<file path="config.mk">
export PLATFORM = sky130hd
export DESIGN_NAME = avr_dmem_arbiter_flat
export DESIGN_NICKNAME = d
export VERILOG_FILES = /design/src/rtl/avr_dmem_arbiter_if.sv /design/src/rtl/avr_dmem_arbiter.sv /design/src/flat_wrapper.sv
export SDC_FILE = /design/constraint.sdc
export NUM_CORES = 1
export LEC_CHECK = 0
export ABC_AREA = 1
export CAP_MARGIN = 20
export CELL_PAD_IN_SITES_DETAIL_PLACEMENT = 0
export CELL_PAD_IN_SITES_GLOBAL_PLACEMENT = 1
export CORE_AREA = 4 4 85 87
export CTS_CLUSTER_SIZE = 14
export DETAILED_ROUTE_END_ITERATION = 12
export DIE_AREA = 0 0 89 91
export HOLD_SLACK_MARGIN = 0.15
export PLACE_DENSITY = 0.8
export SLEW_MARGIN = 20
export SYNTH_ARGS = -nofsm -noshare
export SYNTH_HDL_FRONTEND = slang
export SYNTH_SLANG_ARGS = --single-unit
</file>
<file path="constraint.sdc">
create_clock -name CLK -period 2 [get_ports CLK]
set_clock_uncertainty 0.15 [all_clocks]
set_input_delay 0.6 -clock CLK [delete_from_list [all_inputs] [get_ports CLK]]
set_output_delay 0.6 -clock CLK [all_outputs]
set_load 0.005 [all_outputs]
</file>
<file path="src/rtl/avr_dmem_arbiter_if.sv">
// Data-memory bus bundle: CPU data port, secondary (DMA/debug) port and the
// single-port SRAM port, all seen through one arbiter.
interface avr_dmem_arbiter_if #(
    parameter int AW = 16,
    parameter int DW = 8
);
    logic          cpu_req;
    logic          cpu_we;
    logic [AW-1:0] cpu_addr;
    logic [DW-1:0] cpu_wdata;
    logic [DW-1:0] cpu_rdata;
    logic          cpu_hold;

    logic          dma_req;
    logic          dma_we;
    logic [AW-1:0] dma_addr;
    logic [DW-1:0] dma_wdata;
    logic          dma_gnt;
    logic [DW-1:0] dma_rdata;
    logic          dma_rvalid;

    logic          mem_en;
    logic          mem_we;
    logic [AW-1:0] mem_addr;
    logic [DW-1:0] mem_wdata;
    logic [DW-1:0] mem_rdata;

    // arbiter side
    modport slave (
        input  cpu_req, cpu_we, cpu_addr, cpu_wdata,
        output cpu_rdata, cpu_hold,
        input  dma_req, dma_we, dma_addr, dma_wdata,
        output dma_gnt, dma_rdata, dma_rvalid,
        output mem_en, mem_we, mem_addr, mem_wdata,
        input  mem_rdata
    );

    // requesters + SRAM side
    modport master (
        output cpu_req, cpu_we, cpu_addr, cpu_wdata,
        input  cpu_rdata, cpu_hold,
        output dma_req, dma_we, dma_addr, dma_wdata,
        input  dma_gnt, dma_rdata, dma_rvalid,
        input  mem_en, mem_we, mem_addr, mem_wdata,
        output mem_rdata
    );
endinterface

</file>
<file path="src/rtl/avr_dmem_arbiter.sv">
// Shares the single-port data SRAM between the CPU (fixed priority) and a
// DMA/debug port. A starvation counter forces one DMA slot after MAX_WAIT
// denied cycles; read data returns one cycle after grant to its owner.
module avr_dmem_arbiter #(
    parameter int AW       = 16,
    parameter int DW       = 8,
    parameter int MAX_WAIT = 4
) (
    input  logic                 CLK,
    input  logic                 RST_N,
    avr_dmem_arbiter_if.slave    bus
);
    typedef enum logic [1:0] {OWN_NONE, OWN_CPU, OWN_DMA} own_e;

    localparam logic [3:0] WAIT_MAX = 4'(MAX_WAIT);

    logic [3:0]    wait_cnt_q, wait_cnt_d;
    own_e          rd_owner_q, rd_owner_d;
    logic [DW-1:0] cpu_rdata_q, cpu_rdata_d;
    logic          dma_sel;
    logic          cpu_sel;

    // Grant decision; reset forces every grant off so nothing reaches the SRAM
    always_comb begin
        dma_sel = RST_N & bus.dma_req & (~bus.cpu_req | (wait_cnt_q == WAIT_MAX));
        cpu_sel = RST_N & bus.cpu_req & ~dma_sel;
    end

    // SRAM port mux: the granted requester drives it, otherwise all zero
    always_comb begin
        bus.mem_en    = 1'b0;
        bus.mem_we    = 1'b0;
        bus.mem_addr  = '0;
        bus.mem_wdata = '0;
        if (dma_sel) begin
            bus.mem_en    = 1'b1;
            bus.mem_we    = bus.dma_we;
            bus.mem_addr  = bus.dma_addr;
            bus.mem_wdata = bus.dma_wdata;
        end else if (cpu_sel) begin
            bus.mem_en    = 1'b1;
            bus.mem_we    = bus.cpu_we;
            bus.mem_addr  = bus.cpu_addr;
            bus.mem_wdata = bus.cpu_wdata;
        end
    end

    assign bus.dma_gnt  = dma_sel;
    assign bus.cpu_hold = bus.cpu_req & dma_sel;

    // Return path: DMA data only on its valid pulse; CPU data held between reads
    assign bus.dma_rvalid = (rd_owner_q == OWN_DMA);
    assign bus.dma_rdata  = (rd_owner_q == OWN_DMA) ? bus.mem_rdata : '0;
    assign bus.cpu_rdata  = (rd_owner_q == OWN_CPU) ? bus.mem_rdata : cpu_rdata_q;

    // Next-state: starvation count, owner of the in-flight read, CPU data capture
    always_comb begin
        wait_cnt_d  = wait_cnt_q;
        rd_owner_d  = OWN_NONE;
        cpu_rdata_d = cpu_rdata_q;

        // a grant or a dropped request restarts the count; otherwise saturate
        if (dma_sel || !bus.dma_req)
            wait_cnt_d = '0;
        else if (wait_cnt_q != WAIT_MAX)
            wait_cnt_d = wait_cnt_q + 4'd1;

        if (dma_sel && !bus.dma_we)
            rd_owner_d = OWN_DMA;
        else if (cpu_sel && !bus.cpu_we)
            rd_owner_d = OWN_CPU;

        if (rd_owner_q == OWN_CPU)
            cpu_rdata_d = bus.mem_rdata;
    end

    // State registers with synchronous active-low reset
    always_ff @(posedge CLK) begin
        if (!RST_N) begin
            wait_cnt_q  <= '0;
            rd_owner_q  <= OWN_NONE;
            cpu_rdata_q <= '0;
        end else begin
            wait_cnt_q  <= wait_cnt_d;
            rd_owner_q  <= rd_owner_d;
            cpu_rdata_q <= cpu_rdata_d;
        end
    end
endmodule

</file>
<file path="src/flat_wrapper.sv">
// flat-port wrapper written by rule: the top's interface ports become plain ports
module avr_dmem_arbiter_flat 
#(
    parameter int AW       = 16,
    parameter int DW       = 8,
    parameter int MAX_WAIT = 4
)
  (CLK, RST_N, bus_cpu_req, bus_cpu_we, bus_cpu_addr, bus_cpu_wdata, bus_cpu_rdata, bus_cpu_hold, bus_dma_req, bus_dma_we, bus_dma_addr, bus_dma_wdata, bus_dma_gnt, bus_dma_rdata, bus_dma_rvalid, bus_mem_en, bus_mem_we, bus_mem_addr, bus_mem_wdata, bus_mem_rdata);
  avr_dmem_arbiter_if #(.AW(AW), .DW(DW)) bus_i ();
  input  logic CLK;
  input  logic RST_N;
  input wire logic [$bits(bus_i.cpu_req)-1:0] bus_cpu_req;
  input wire logic [$bits(bus_i.cpu_we)-1:0] bus_cpu_we;
  input wire logic [$bits(bus_i.cpu_addr)-1:0] bus_cpu_addr;
  input wire logic [$bits(bus_i.cpu_wdata)-1:0] bus_cpu_wdata;
  output wire logic [$bits(bus_i.cpu_rdata)-1:0] bus_cpu_rdata;
  output wire logic [$bits(bus_i.cpu_hold)-1:0] bus_cpu_hold;
  input wire logic [$bits(bus_i.dma_req)-1:0] bus_dma_req;
  input wire logic [$bits(bus_i.dma_we)-1:0] bus_dma_we;
  input wire logic [$bits(bus_i.dma_addr)-1:0] bus_dma_addr;
  input wire logic [$bits(bus_i.dma_wdata)-1:0] bus_dma_wdata;
  output wire logic [$bits(bus_i.dma_gnt)-1:0] bus_dma_gnt;
  output wire logic [$bits(bus_i.dma_rdata)-1:0] bus_dma_rdata;
  output wire logic [$bits(bus_i.dma_rvalid)-1:0] bus_dma_rvalid;
  output wire logic [$bits(bus_i.mem_en)-1:0] bus_mem_en;
  output wire logic [$bits(bus_i.mem_we)-1:0] bus_mem_we;
  output wire logic [$bits(bus_i.mem_addr)-1:0] bus_mem_addr;
  output wire logic [$bits(bus_i.mem_wdata)-1:0] bus_mem_wdata;
  input wire logic [$bits(bus_i.mem_rdata)-1:0] bus_mem_rdata;
  assign bus_i.cpu_req = bus_cpu_req;
  assign bus_i.cpu_we = bus_cpu_we;
  assign bus_i.cpu_addr = bus_cpu_addr;
  assign bus_i.cpu_wdata = bus_cpu_wdata;
  assign bus_cpu_rdata = bus_i.cpu_rdata;
  assign bus_cpu_hold = bus_i.cpu_hold;
  assign bus_i.dma_req = bus_dma_req;
  assign bus_i.dma_we = bus_dma_we;
  assign bus_i.dma_addr = bus_dma_addr;
  assign bus_i.dma_wdata = bus_dma_wdata;
  assign bus_dma_gnt = bus_i.dma_gnt;
  assign bus_dma_rdata = bus_i.dma_rdata;
  assign bus_dma_rvalid = bus_i.dma_rvalid;
  assign bus_mem_en = bus_i.mem_en;
  assign bus_mem_we = bus_i.mem_we;
  assign bus_mem_addr = bus_i.mem_addr;
  assign bus_mem_wdata = bus_i.mem_wdata;
  assign bus_i.mem_rdata = bus_mem_rdata;
  avr_dmem_arbiter #(.AW(AW), .DW(DW), .MAX_WAIT(MAX_WAIT)) u_core (.CLK(CLK), .RST_N(RST_N), .bus(bus_i));
endmodule
</file>
# == Word level (Yosys, flattened, before mapping) ==
# Cells that the tools add are included.
# totals
output_inout_bits,45
word_cells,38
register_bits,14
in_bits,62
# classes
n_eq_ne,4
reduce_logical,8
n_bitwise,9
mux,12
add_sub_neg,1
# op_table
op,count
16-bit 2-to-1 mux,2
8-bit 2-to-1 mux,4
1-bit bitwise AND,5
1-bit 2-to-1 mux,5
4-bit by 1-bit adder with 4-bit output (second input constant),1
4-bit by 3-bit == test with 1-bit output (second input constant),1
4-bit by 3-bit inequality test with 1-bit output (second input constant),1
2-bit OR reduction,2
1-bit logical NOT,3
1-bit NOT,3
2-bit by 1-bit == test with 1-bit output (second input constant),1
2-bit == test (second input constant),1
1-bit logical AND,2
2-bit 2-to-1 mux,1
1-bit logical OR,1
1-bit OR,1

# == Logic depth before layout (Yosys ltp) ==
# Gate-level depths: netlist of run 1.
# depth
word_depth,8
ltp_mapped,8
ltp_nobuf,8

# == Worst setup path after synthesis of run 1 ==
# OpenSTA, ideal clock, no wires.
# synth_timing
path_type,input to output
from,input port RST_N
to,output port bus_mem_addr[10]
path_buffers,1
arrival_time_ns,1.206
required_time_ns,1.250
setup_slack_ns,0.044
path_stages,6
path_cell_list,nand2_1 inv_1 nand2_2 buf_6 nand3_1 nand2_1
# synth_between
elab_chain_cells,6
elab_cells_between_ends,7
classes_between,mux: 2; bitwise: 5
# synth_lines
element,line,source
"start, declared",flat_wrapper.sv:11,input logic RST_N;
1-bit bitwise AND (2 in a row),avr_dmem_arbiter.sv:25,dma_sel = RST_N & bus.dma_req & (~bus.cpu_req | (wait_cnt_q == WAIT_MAX));
1-bit NOT,avr_dmem_arbiter.sv:26,cpu_sel = RST_N & bus.cpu_req & ~dma_sel;
1-bit bitwise AND,avr_dmem_arbiter.sv:26,
16-bit 2-to-1 mux,avr_dmem_arbiter.sv:40,end else if (cpu_sel) begin
16-bit 2-to-1 mux (*),avr_dmem_arbiter.sv:35,if (dma_sel) begin
"end, declared",flat_wrapper.sv:27,output wire logic [$bits(bus_i.mem_addr)-1:0] bus_mem_addr;
# Every way passes the cells marked *; elsewhere a longest branch is shown, timed or not.

# == Worst setup path in the final report of run 1 ==
# layout_timing
from,register u_core.wait_cnt_q[0]
to,output port bus_mem_addr[1]
# layout_between
elab_chain_cells,7
# layout_lines
element,line,source
"start, declared",avr_dmem_arbiter.sv:17,"logic [3:0] wait_cnt_q, wait_cnt_d;"
"start signal, assigned",avr_dmem_arbiter.sv:84,wait_cnt_q <= wait_cnt_d;
4-bit by 3-bit == test with 1-bit output (*),avr_dmem_arbiter.sv:25,
1-bit OR (*),avr_dmem_arbiter.sv:25,
1-bit bitwise AND (*),avr_dmem_arbiter.sv:25,
1-bit NOT,avr_dmem_arbiter.sv:26,
1-bit bitwise AND,avr_dmem_arbiter.sv:26,
16-bit 2-to-1 mux,avr_dmem_arbiter.sv:40,
16-bit 2-to-1 mux (*),avr_dmem_arbiter.sv:35,
# Marks and branches as above.

==> results by group, run 1 <==
CTS
  – CTS tree: built
  – Clk_lat worst skew: 0.24 ns
  – Clock Root Buffer: clkbuf_8
  – CTS max path bufs: 2
  – Clock Sinks: 14
  – Cts bufs inserted: 3
  – Clock-pin slew on the worst setup and hold paths: 0.05 ns
  – H-tree depth: 1

Global routing
  – Largest net degree at the start of global routing: 27
  – Global route overflow: 0
  – GRT Util Overall: 12.2%
  – Initial antenna violation count: 0
  – Number of global-route vias before repair: 1635
  – First-pass GRT wire length: 7.85 mm

Routing
  – WL/cell: 12.8 um
  – Post-route DRC: 0
  – Iter 0 DRT Violations: 42
  – Drt via density: 4.14
  – WL final: 5.38 mm
  – Vias: 1734
  – DRT Pass-1 Iters: 4
  – DRT antenna net count: 0

Yosys
  – Top_reg_cell synth: dfxtp_1
  – Post-Syn Nets: 253
  – Count of cell types in the netlist: 18
  – #FFs+latches synth: 14
  – Seq/Total Area, Yosys: 26.0%
  – Synth top cells by count: nand2_1, inv_1, nand3_1, nor2_1, dfxtp_1
  – Post-synth EDFFs: 0
  – Synth area leaders: dfxtp_1, nand2_1, nand3_1
  – Post-Syn Instances: 189
  – Synthesized area per cell: 5.70 um2
  – Cell Area, Synth: 1080 um2
  – Top cell type by total area after synthesis: dfxtp_1
  – Async S/R FF share, synth: 0%
  – Top-area cell type share of the netlist area: 26.0%
  – Synthesis Warnings: 0
  – Most numerous cell in the Yosys netlist: nand2_1

Timing
  – Worst hold slack: 0.365 ns
  – Fraction of the cycle the final worst path needs: 116%
  – Tmin final: 2.33 ns
  – Relative slew margins: 83.1%
  – FMAX: 0.430 GHz
  – Final TNS setup: -7.60 ns
  – Final Max Slew Viols: 0
  – Setup-failing EPs final: 27
  – Worst Setup Slack, final: -0.326 ns
  – RSZ-0062 raised after global routing: true
  – Least-Margin Pin Slew: 0.254 ns
  – Final Hold Fails: 0

Die
  – Core area: 6350 um2
  – Starting Density: 17.0%
  – Top Ports: 107
  – Row cnt: 29
  – Chip Width: 89 um
  – DIE AREA: 8100 um2
  – Die H: 91 um

Critical path
  – R2r startpoint: u_core.rd_owner_q[1]
  – Worst R2R End: u_core.cpu_rdata_q[0]
  – Worst Reg2Reg Path Length in Cells: 11
  – Setup crit start: u_core.wait_cnt_q[0]
  – Reg2reg setup slack: 0.41 ns
  – Worst Setup EP: bus_mem_addr[1]
  – Crit. End Element: output pin
  – Worst setup SP type: flop
  – Critical Path RT: 1.25 ns
  – Data arrival, critical path: 1.58 ns
  – CP max FO: 6
  – Crit Path Class: flop to output pin

Outcome
  – Failing checks: setup timing
  – Status: finished with violations

Pwr
  – Switching Share: 28.6%
  – Internal: 0.000702 W
  – Logic pwr share: 47.1%
  – Max IR drop VDD: 334 uV
  – Clk pwr share: 23.1%
  – Sequential share of power: 29.8%
  – Lkg Pwr: 1.57 nW
  – Psw: 0.000282 W
  – Power Density: 338 nW/um2
  – Tot Pwr: 0.000984 W

Cells and area
  – Area Growth Syn to Fin: 170%
  – Final nets: 408
  – Finished Layout Cells: 419
  – Layout cells sized above 1: 47.4%
  – Diode count: 0
  – Fillcell total: 655

Placement
  – DP HPWL: 3.30 mm
  – Placed cells: 387
  – Pre-CTS WS: -0.985 ns
  – # port buffers: 106
  – Final RePlAce weighted congestion: 0.713

Min path
  – Min-delay worst type: flop to flop

Job
  – MaxCap Viol Count: 0
## worst max-delay path, cell delays in order, from the launching register on
cell and delay (ns):
dfxtp_2 0.32, inv_2 0.07, ha_4 0.15, nand3_4 0.11
nand2_4 0.12, nand2_8 0.10, buf_6 0.13, buf_6 0.11
nand3_1 0.06, nand2_1 0.05, buf_2 0.12
## stage by stage
stage	utilization, %	cell area (um2)
after detailed placement	37.4	2370
after global placement	37.4	2370
after global routing	45.9	2910
final	45.9	2910
after CTS	41.9	2660
after floorplan	-	1080
## flip-flops by register name (all words and copies together) (netlist names)
register and count:
u_core.cpu_rdata_q 8, u_core.rd_owner_q 2, u_core.wait_cnt_q 4
## logic make-up after synthesis
family                     after synthesis  synth area share [%]
AOI/OAI and AO/OA                       10                  5.69
DFF                                     14                  26.0
and+or+nand+nor                        118                  46.0
buffers and inverters                   43                  18.4
adders and majority gates                2                  2.32
xor gates and xnor gates                 2                  1.63
## power groups by stage
| stage | registers [W] | logic, W | clock network [W] |
|---|---|---|---|
| finish | 0.000293 | 0.000463 | 0.000227 |
| global route | 0.000294 | 0.000501 | 0.000247 |
| CTS | 0.000293 | 0.000411 | 0.000233 |
| detailed placement | 0.000298 | 0.000368 | 0 |
| global placement | 0.000298 | 0.000367 | 0 |
| floorplan | 0.000298 | 0.000101 | 0 |
## cell usage in the layout (no fill, tap or decap), drive strengths merged, types with 8 or more instances in the layout
cell and count:
nor2 21, inv 36, clkdlybuf4s50 49, dfxtp 14
dlygate4sd2 10, clkbuf 9, nand3 28, nand2 68
o21ai 8, buf 86
## final cells by class
type | instances | area (um2) | share of cell area, %
clock buffer | 3 | 41.3 | 1.42
inverter | 36 | 140 | 4.81
multi-input combinational | 132 | 873 | 30.0
sequential | 14 | 285 | 9.79
tap | 77 | 96.3 | 3.31
timing repair buffer | 157 | 1480 | 50.7
## routing by layer
metal	up-vias	share of wire [%]	track usage, %
li1	878	-	-
met1	785	37	13.5
met2	67	54	23.2
met3	4	8.1	2.99
met4	0	0.65	2.23
met5	-	0	0
## timing repair
action | 4_1_cts | 5_1_grt
setup buffers | 16 | 9
hold buffers | 0 | 0
endpoints found under the setup margin | 45 | 44
cloned | 6 | 1
resized for setup | 228 | 73
pin swaps | 24 | 22
## worst min-delay path by stage
stage                                 end  cells past startpoint  slack [ns]                  start
finish               u_core.wait_cnt_q[0]                      2        0.36   u_core.wait_cnt_q[0]
floorplan            u_core.wait_cnt_q[0]                      1        0.28   u_core.wait_cnt_q[0]
CTS                 u_core.cpu_rdata_q[6]                      4        0.38  u_core.cpu_rdata_q[6]
global placement     u_core.wait_cnt_q[0]                      2        0.36   u_core.wait_cnt_q[0]
detailed placement   u_core.wait_cnt_q[0]                      2        0.36   u_core.wait_cnt_q[0]
global route         u_core.wait_cnt_q[0]                      2        0.38   u_core.wait_cnt_q[0]
No activity file was read; power rests on OpenSTA's default activity.
==> run 2: changes to the inputs <==
--- a/config.mk
+++ b/config.mk
@@ -6,7 +6,6 @@
 export NUM_CORES = 1
 export LEC_CHECK = 0
 export ABC_AREA = 1
-export CAP_MARGIN = 20
 export CELL_PAD_IN_SITES_DETAIL_PLACEMENT = 0
 export CELL_PAD_IN_SITES_GLOBAL_PLACEMENT = 1
 export CORE_AREA = 4 4 85 87
==> results of run 2 <==
The final DEF is identical to that of run 1; final timing and power are the same.
==> run 3: changes to the inputs <==
--- a/config.mk
+++ b/config.mk
@@ -6,13 +6,14 @@
 export NUM_CORES = 1
 export LEC_CHECK = 0
 export ABC_AREA = 1
+export ABC_CLOCK_PERIOD_IN_PS = 2000
 export CELL_PAD_IN_SITES_DETAIL_PLACEMENT = 0
 export CELL_PAD_IN_SITES_GLOBAL_PLACEMENT = 1
 export CORE_AREA = 4 4 85 87
 export CTS_CLUSTER_SIZE = 14
 export DETAILED_ROUTE_END_ITERATION = 12
 export DIE_AREA = 0 0 89 91
-export HOLD_SLACK_MARGIN = 0.15
+export HOLD_SLACK_MARGIN = 0.08
 export PLACE_DENSITY = 0.8
 export SLEW_MARGIN = 20
 export SYNTH_ARGS = -nofsm -noshare
==> results of run 3 <==
The final DEF is identical to that of run 1; final timing and power are the same.
